[src/rtl/mux_arbitro_rr.sv]
`default_nettype none
// ============================================================================
// Module      : mux_arbitro_rr
// Description : Round-robin arbiter/sequencer for a 2:1 registered mux path,
//               with burst-bounded grants and downstream backpressure.
// Revision    : 1.0 - initial release
// ============================================================================
module mux_arbitro_rr #(
    parameter int BW    = 2,
    parameter int BURST = 4
) (
    input  logic          clk,
    input  logic          reset_L,
    input  logic          valid0,
    input  logic          valid1,
    input  logic [BW-1:0] data_in0,
    input  logic [BW-1:0] data_in1,
    input  logic          ready_out,
    output logic          pop0,
    output logic          pop1,
    output logic          selector,
    output logic [BW-1:0] data_out,
    output logic          valid_out,
    output logic [7:0]    cnt0,
    output logic [7:0]    cnt1
);

    typedef enum logic [1:0] {
        ST_IDLE  = 2'd0,
        ST_SERV0 = 2'd1,
        ST_SERV1 = 2'd2
    } state_t;

    localparam logic [3:0] c_burst_max = 4'(BURST);

    state_t     r_state;
    logic       r_last;
    logic [3:0] r_burst_cnt;

    logic       w_accept;
    logic       w_in_serv;
    logic       w_cur_port;
    logic       w_cur_valid;
    logic       w_other_valid;
    logic       w_xfer;
    logic [3:0] w_burst_inc;
    logic       w_burst_done;
    logic       w_grant_end;
    logic       w_idle_pick;

    assign w_accept      = ~valid_out | ready_out;
    assign w_in_serv     = (r_state == ST_SERV0) || (r_state == ST_SERV1);
    assign w_cur_port    = (r_state == ST_SERV1);
    assign w_cur_valid   = w_cur_port ? valid1 : valid0;
    assign w_other_valid = w_cur_port ? valid0 : valid1;

    assign pop0   = (r_state == ST_SERV0) & valid0 & w_accept;
    assign pop1   = (r_state == ST_SERV1) & valid1 & w_accept;
    assign w_xfer = pop0 | pop1;

    assign w_burst_inc  = r_burst_cnt + 4'd1;
    assign w_burst_done = (w_burst_inc == c_burst_max);
    assign w_grant_end  = w_in_serv & ((w_xfer & w_burst_done) | ~w_cur_valid);

    // On a tie the port not served last wins; otherwise the sole requester.
    assign w_idle_pick = (valid0 & valid1) ? ~r_last : valid1;

    always_ff @(posedge clk or negedge reset_L) begin
        if (!reset_L) begin
            r_state     <= ST_IDLE;
            r_last      <= 1'b1;
            r_burst_cnt <= 4'd0;
            selector    <= 1'b0;
            data_out    <= '0;
            valid_out   <= 1'b0;
            cnt0        <= 8'd0;
            cnt1        <= 8'd0;
        end else begin
            if (w_xfer) begin
                data_out    <= w_cur_port ? data_in1 : data_in0;
                valid_out   <= 1'b1;
                r_burst_cnt <= w_burst_inc;
                if (w_cur_port) begin
                    if (cnt1 != 8'hFF) cnt1 <= cnt1 + 8'd1;
                end else begin
                    if (cnt0 != 8'hFF) cnt0 <= cnt0 + 8'd1;
                end
            end else if (ready_out & valid_out) begin
                valid_out <= 1'b0;
            end

            case (r_state)
                ST_IDLE: begin
                    if (valid0 | valid1) begin
                        r_state     <= w_idle_pick ? ST_SERV1 : ST_SERV0;
                        selector    <= w_idle_pick;
                        r_burst_cnt <= 4'd0;
                    end
                end
                ST_SERV0, ST_SERV1: begin
                    // A new grant always starts with a fresh burst count.
                    if (w_grant_end) begin
                        r_last      <= w_cur_port;
                        r_burst_cnt <= 4'd0;
                        if (w_other_valid) begin
                            r_state  <= w_cur_port ? ST_SERV0 : ST_SERV1;
                            selector <= ~w_cur_port;
                        end else if (!w_cur_valid) begin
                            r_state <= ST_IDLE;
                        end
                    end
                end
                default: r_state <= ST_IDLE;
            endcase
        end
    end

endmodule
`default_nettype wire

[config.mk]
export PLATFORM = sky130hd
export DESIGN_NAME = mux_arbitro_rr
export DESIGN_NICKNAME = d
export VERILOG_FILES = /design/src/rtl/mux_arbitro_rr.sv
export SDC_FILE = /design/constraint.sdc
export NUM_CORES = 1
export LEC_CHECK = 0
export ABC_CLOCK_PERIOD_IN_PS = 5880
export BUFFER_PORTS_ARGS = -buffer_cell sky130_fd_sc_hd__buf_2
export CAP_MARGIN = 40
export CORE_MARGIN = 2
export CORE_UTILIZATION = 27
export CTS_BUF_LIST = sky130_fd_sc_hd__clkbuf_2
export CTS_CLUSTER_DIAMETER = 40
export CTS_CLUSTER_SIZE = 10
export DETAILED_ROUTE_END_ITERATION = 10
export GPL_ROUTABILITY_DRIVEN = 1
export PLACE_DENSITY = 0.56
export SLEW_MARGIN = 20
export SYNTH_ARGS = -nofsm -noshare
export SYNTH_HDL_FRONTEND = slang
export SYNTH_SLANG_ARGS = --single-unit
[constraint.sdc]
create_clock -name clk -period 5.88 [get_ports clk]
set_input_delay 0.294 -clock clk [delete_from_list [all_inputs] [get_ports clk]]
set_output_delay 0.294 -clock clk [all_outputs]
set_load 0.05 [all_outputs]
* Yosys cells after proc, flatten, opt, wreduce, memory -nomap -nowiden *
Index checks and enable logic that the tools add are counted.

cells by class
  add/sub/neg operators = 3
  equal/unequal tests = 9
  muxes and demuxes = 21
  bitwise operators = 16
  reductions and logical operators = 10

operator list
  cell                 number
  $add 8x1->8 const B  2
  $ne 8x8->1 const B   2
  $mux 2               7
  $mux 4               3
  $reduce_and 3->1     3
  $and 1x1->1          8
  $mux 1               8
  $pmux 4 s2           1
  $ne 2x2->1 const B   3
  $add 4x1->4 const B  1
  $eq 4x3->1 const B   1
  $not 1->1            4
  $or 1x1->1           4
  $pmux 2 s2           1
  $reduce_and 4->1     1
  $reduce_bool 2->1    2
  $ne 3x3->1 const B   1
  $eq 2x1->1 const B   1
  $eq 2x2->1 const B   1
  $logic_not 2->1      1
  $pmux 1 s2           1
  $reduce_and 2->1     1
  $reduce_or 2->1      1
  $logic_or 1x1->1     1

storage, ports and cells
  bits in registers = 27
  input port bits = 9
  output and inout bits = 22
  logic and storage cells = 67

* Logic depth before layout (Yosys ltp) *
  depth after elaboration = 9
  depth in mapped cells = 8
  mapped depth without buffers = 7

* Worst setup path before layout *
OpenSTA, ideal clock, no wires.

  path type = register to register
  from = reg cnt1[0]
  to = reg cnt1[1]
  library setup time = 0.127 ns
  arrival time = 1.828 ns
  data required time = 5.753 ns
  path slack = 3.924 ns
  cell stages (with the launch flop) = 5
  path buffers = 0
  clock period less this slack = 1.956 ns
  path through = dfrtp_1 > ha_1 > and3_1 > a311oi_4 > mux2_1

between the ends
  word-level cells in the longest chain between the ends = 2
  elaborated cells on any way between the ends = 3
  those cells by class = 1 x add/sub; 1 x eq/ne; 1 x reduce/logical

RTL lines
  what                                                 line  source
  start, declared                                      25    output logic [7:0] cnt1
  start signal, assigned                               84    if (cnt1 != 8'hFF) cnt1 <= cnt1 + 8'd1;
  branches (longest 2 deep; another with $add 8x1->8)  --

Several ways; the timed one is not identified.
A chain may end at the register's enable or synchronous reset.

* Worst setup path in the final report *
  from = reg r_state[0]
  to = reg cnt1[1]

between the ends
  word-level cells in the longest chain between the ends = 5
  elaborated cells on any way between the ends = 8
  those cells by class = 2 x eq/ne; 5 x bitwise; 1 x reduce/logical

RTL lines
  what                          line  source
  start, declared               36    state_t r_state;
  start signal, assigned        95    r_state <= w_idle_pick ? ST_SERV1 : ST_SERV0;
  start signal, assigned        106   r_state <= w_cur_port ? ST_SERV0 : ST_SERV1;
  $eq 2x2->1 *                  53    assign w_cur_port = (r_state == ST_SERV1);
  net w_cur_port                42    logic w_cur_port;
  $and 1x1->1 (2 in a row)      58    assign pop1 = (r_state == ST_SERV1) & valid1 & w_accept;
  $or 1x1->1                    59    assign w_xfer = pop0 | pop1;
  $reduce_and 3->1 (no line) *  --

Mark *: on every way through the listed nets, which the timed path passes. The rest lies on a longest branch.

==> reports/results.ini <==
[route]
route.vias.total = 1092
finalWirelength_um = 2967
detailedRoute.firstPassIterationCount = 4
wire_per_inst_um = 12.47
drt-vias-per-instance = 4.588
drc = 0
detail_route.iter0.violations = 35
route.antenna.remaining_nets = 0

[timing]
timing.final.crit_period_ns = 2.167
tightest_slew_ns = 0.5921
post-route-period-util_pct = 36.86
setup_viol = 0
finalHoldViolCount = 0
grt_setup_unrepaired = no
clock-skew-final_ns = 0.01481
slew_headroom_pct = 60.53
slew_viols_final = 0
clock.fmax_mhz = 461.4
setup-tns-final_ns = 0

[logic_synthesis]
synth_top_area_share_pct = 43.96
post_synth_main_area_contributors = sky130_fd_sc_hd__dfrtp_1, sky130_fd_sc_hd__xnor2_1, sky130_fd_sc_hd__ha_1
async_reset_ff_share_pct = 100.0
netlist_area_um2 = 1480
yosys.cell_count.top_type = sky130_fd_sc_hd__dfrtp_1
synth_fp_nets = 153
ys_warn_count = 0
postSynthAreaPerCell_um2 = 10.88
netlist.top_cell.by_area = sky130_fd_sc_hd__dfrtp_1
postSynthRegisterBits = 27
synth_edf_count = 0
synth_common_cells = sky130_fd_sc_hd__dfrtp_1, sky130_fd_sc_hd__xnor2_1, sky130_fd_sc_hd__nand2_1, sky130_fd_sc_hd__nor2_1, sky130_fd_sc_hd__ha_1
yosysSeqAreaShare_pct = 45.73
ys.flop_type = sky130_fd_sc_hd__dfrtp_1
synthCells = 136
synth_cell_type_count = 41

[setup_path]
worst_ep_arrival_ns = 2.47
endpoint_of_the_worst_slack_reg_to_reg_timing_path = cnt1[1]
reg2reg_depth = 6
origin_of_the_critical_flop_to_flop_path = r_state[0]
reg2reg_setup_slack_ns = 3.71
crit_path_cell_trace = inv_1, ha_1, nand2_4, a21o_4, a311oi_4, mux2_1
crit_path_start_kind = flip-flop
critPathBufInv = 1
critPathTopFamily = compound AO/OA/AOI/OAI gates
worst_ep_required_time_ns = 6.18
worst_setup_path_end_kind = flip-flop
critical_path.slowest_cell = sky130_fd_sc_hd__dfrtp_1
critPathMaxStageDelay_ns = 0.48
timing_worst_setup_path_type = flip-flop to flip-flop
critical_path_peak_fanout = 8

[global_route]
grt_remaining_overflow = 0
grt_start_max_net_pins = 28
grt_first_pass_wirelength_um = 5181
all_layer_gr_usage_pct = 10.39
first_global_vias = 1091
grt_antenna_before_repair = 0

[clock_network]
cts-buffers-inserted = 3
cts.repair.resized = 0
clockRootBuffer = sky130_fd_sc_hd__clkbuf_2
maximum_level_of_the_cts_h_tree = 1
clock_tree_from_tritoncts = built
clock_insertion_delay_worst_skew_ns = 0.37
path_clk_slew_ns = 0.27
cts.path.max_buffers = 2
clock_sinks = 27

[power]
powerDensity_nw_per_um2 = 460.6
sw_pwr_uw = 403.8
totalPowerFinal_uw = 797.6
swShare_pct = 50.63
p_leak_nw = 0.8251
p_int_uw = 393.8
pwr-share-clk_pct = 9.5
pwr-share-seq_pct = 36.4
combinationalPowerShare_pct = 54.1
max-vdd-ir-drop_v = 0.0002739

[finish]
diodes = 0
nNetsFinal = 186
drive_gt1_share_pct = 26.19
synthToLayoutAreaGrowth_pct = 16.99
finalNonFillerCells = 238

[placement]
dp_hpwl_um = 2214
io_buffers = 30
placed_cells = 233
gp_congestion = 0.7656

[status]
outcome = complete, no violations

[die]
die_width_um = 78.04
core_box_area_um2 = 5205
floorplan.io_pins = 31
design.die.area_um2 = 6090
die_y_um = 78.04
initial_utilization_pct = 28.44
row_count = 26

[worst_hold_path]
startpoint_of_the_tightest_hold_check_path = data_in0[0]
min_delay_path_depth = 3
min_delay_worst_endpoint = data_out[0]
worstHoldPathType = primary input to flip-flop

[run]
maxCapViolCount = 0

## how the worst max path moves through the flow
stage / slack [ns] / cells past startpoint / endpoint / startpoint
final: 3.71 / 6 / cnt1[1] / r_state[0]
after floorplan: 3.92 / 4 / cnt1[1] / cnt1[0]
after CTS: 3.73 / 6 / cnt1[1] / r_state[0]
after global routing: 3.59 / 6 / cnt1[1] / r_state[0]
after global placement: 3.78 / 6 / cnt1[1] / r_state[0]
after detailed placement: 3.74 / 6 / cnt1[1] / r_state[0]
## cell type report
class | count | area (um^2)
well taps | 70 | 87.58
flip-flops and latches | 27 | 676.9
inverters | 6 | 22.52
multi-input cells | 100 | 760.7
clock buffers | 3 | 15.01
clock inverters | 1 | 8.758
repair buffers | 31 | 160.2
fillers | 564 | 3473
## registers in the layout, indices dropped and copies added, names as in the netlist
register / count
valid_out: 1
data_out: 2
r_state: 2
r_last: 1
cnt1: 8
selector: 1
cnt0: 8
r_burst_cnt: 4
## per-layer routing
| layer | global-route usage, % | vias to the layer above | wire, um |
|---|---|---|---|
| li1 | - | 542 | - |
| met1 | 13.51 | 529 | 1416 |
| met2 | 17.76 | 19 | 1433 |
| met3 | 2.414 | 2 | 100 |
| met4 | 2.105 | 0 | 17 |
| met5 | 0 | - | 0 |
## what timing repair did
| item | in CTS | in global routing |
|---|---|---|
| endpoints found under the hold margin | 26 | 0 |
| buffers inserted | 0 | 0 |
| setup endpoints to repair | 0 | 0 |
| hold buffers | 1 | 0 |
## worst register-to-register path, stage by stage (launching register included)
cell                       delay [ns]
sky130_fd_sc_hd__dfrtp_1         0.48
sky130_fd_sc_hd__inv_1           0.10
sky130_fd_sc_hd__ha_1            0.36
sky130_fd_sc_hd__nand2_4         0.10
sky130_fd_sc_hd__a21o_4          0.26
sky130_fd_sc_hd__a311oi_4        0.45
sky130_fd_sc_hd__mux2_1          0.37
## cells in the final DEF, fill, tap and decap left out, types with 2 or more instances in the layout
cell type                   n
sky130_fd_sc_hd__buf_2     30
sky130_fd_sc_hd__dfrtp_1   26
sky130_fd_sc_hd__xnor2_1   14
sky130_fd_sc_hd__nand2_1   13
sky130_fd_sc_hd__nor2_1     9
sky130_fd_sc_hd__ha_1       8
sky130_fd_sc_hd__inv_1      6
sky130_fd_sc_hd__xor2_1     5
sky130_fd_sc_hd__nand4_1    5
sky130_fd_sc_hd__nand3_1    4
sky130_fd_sc_hd__and3_1     4
sky130_fd_sc_hd__a21oi_1    3
sky130_fd_sc_hd__a32o_1     3
sky130_fd_sc_hd__o21ai_0    3
sky130_fd_sc_hd__clkbuf_2   3
sky130_fd_sc_hd__nor3b_1    2
sky130_fd_sc_hd__a31oi_1    2
sky130_fd_sc_hd__mux2_1     2
sky130_fd_sc_hd__a21boi_0   2
## metrics by stage
step / hold WS [ns] / utilization (%) / setup WS (ns) / cell area [um^2]
2_1_floorplan: -0.001591 / - / 3.924 / 1480
3_3_place_gp: 0.3526 / 32.62 / 3.784 / 1698
3_5_place_dp: 0.3463 / 32.62 / 3.739 / 1698
4_1_cts: 0.1366 / 33.27 / 3.732 / 1732
5_1_grt: 0.1198 / 33.27 / 3.590 / 1732
6_report: 0.1735 / 33.27 / 3.713 / 1732
## logic make-up (layout without fill, tap and decap cells)
family                     Yosys count  count (layout)  share of synthesized area (%)
buffers and inverters                9              41                          2.873
DFF                                 27              27                          45.73
xor gates and xnor gates            19              19                          11.24
and+or+nand+nor                     43              43                          14.62
muxes                                4               4                          2.958
AOI/OAI and AO/OA                   26              26                          15.81
adders and majority gates            8               8                          6.763
## power groups by stage
stage	Clock [mW]	Combinational, mW	Sequential, mW
detailed placement	0	0.430	0.295
global route	0.0894	0.470	0.300
finish	0.0758	0.431	0.291
global placement	0	0.435	0.295
CTS	0.0824	0.434	0.291
floorplan	0	0.211	0.418
No activity file was read; power rests on OpenSTA's default activity.
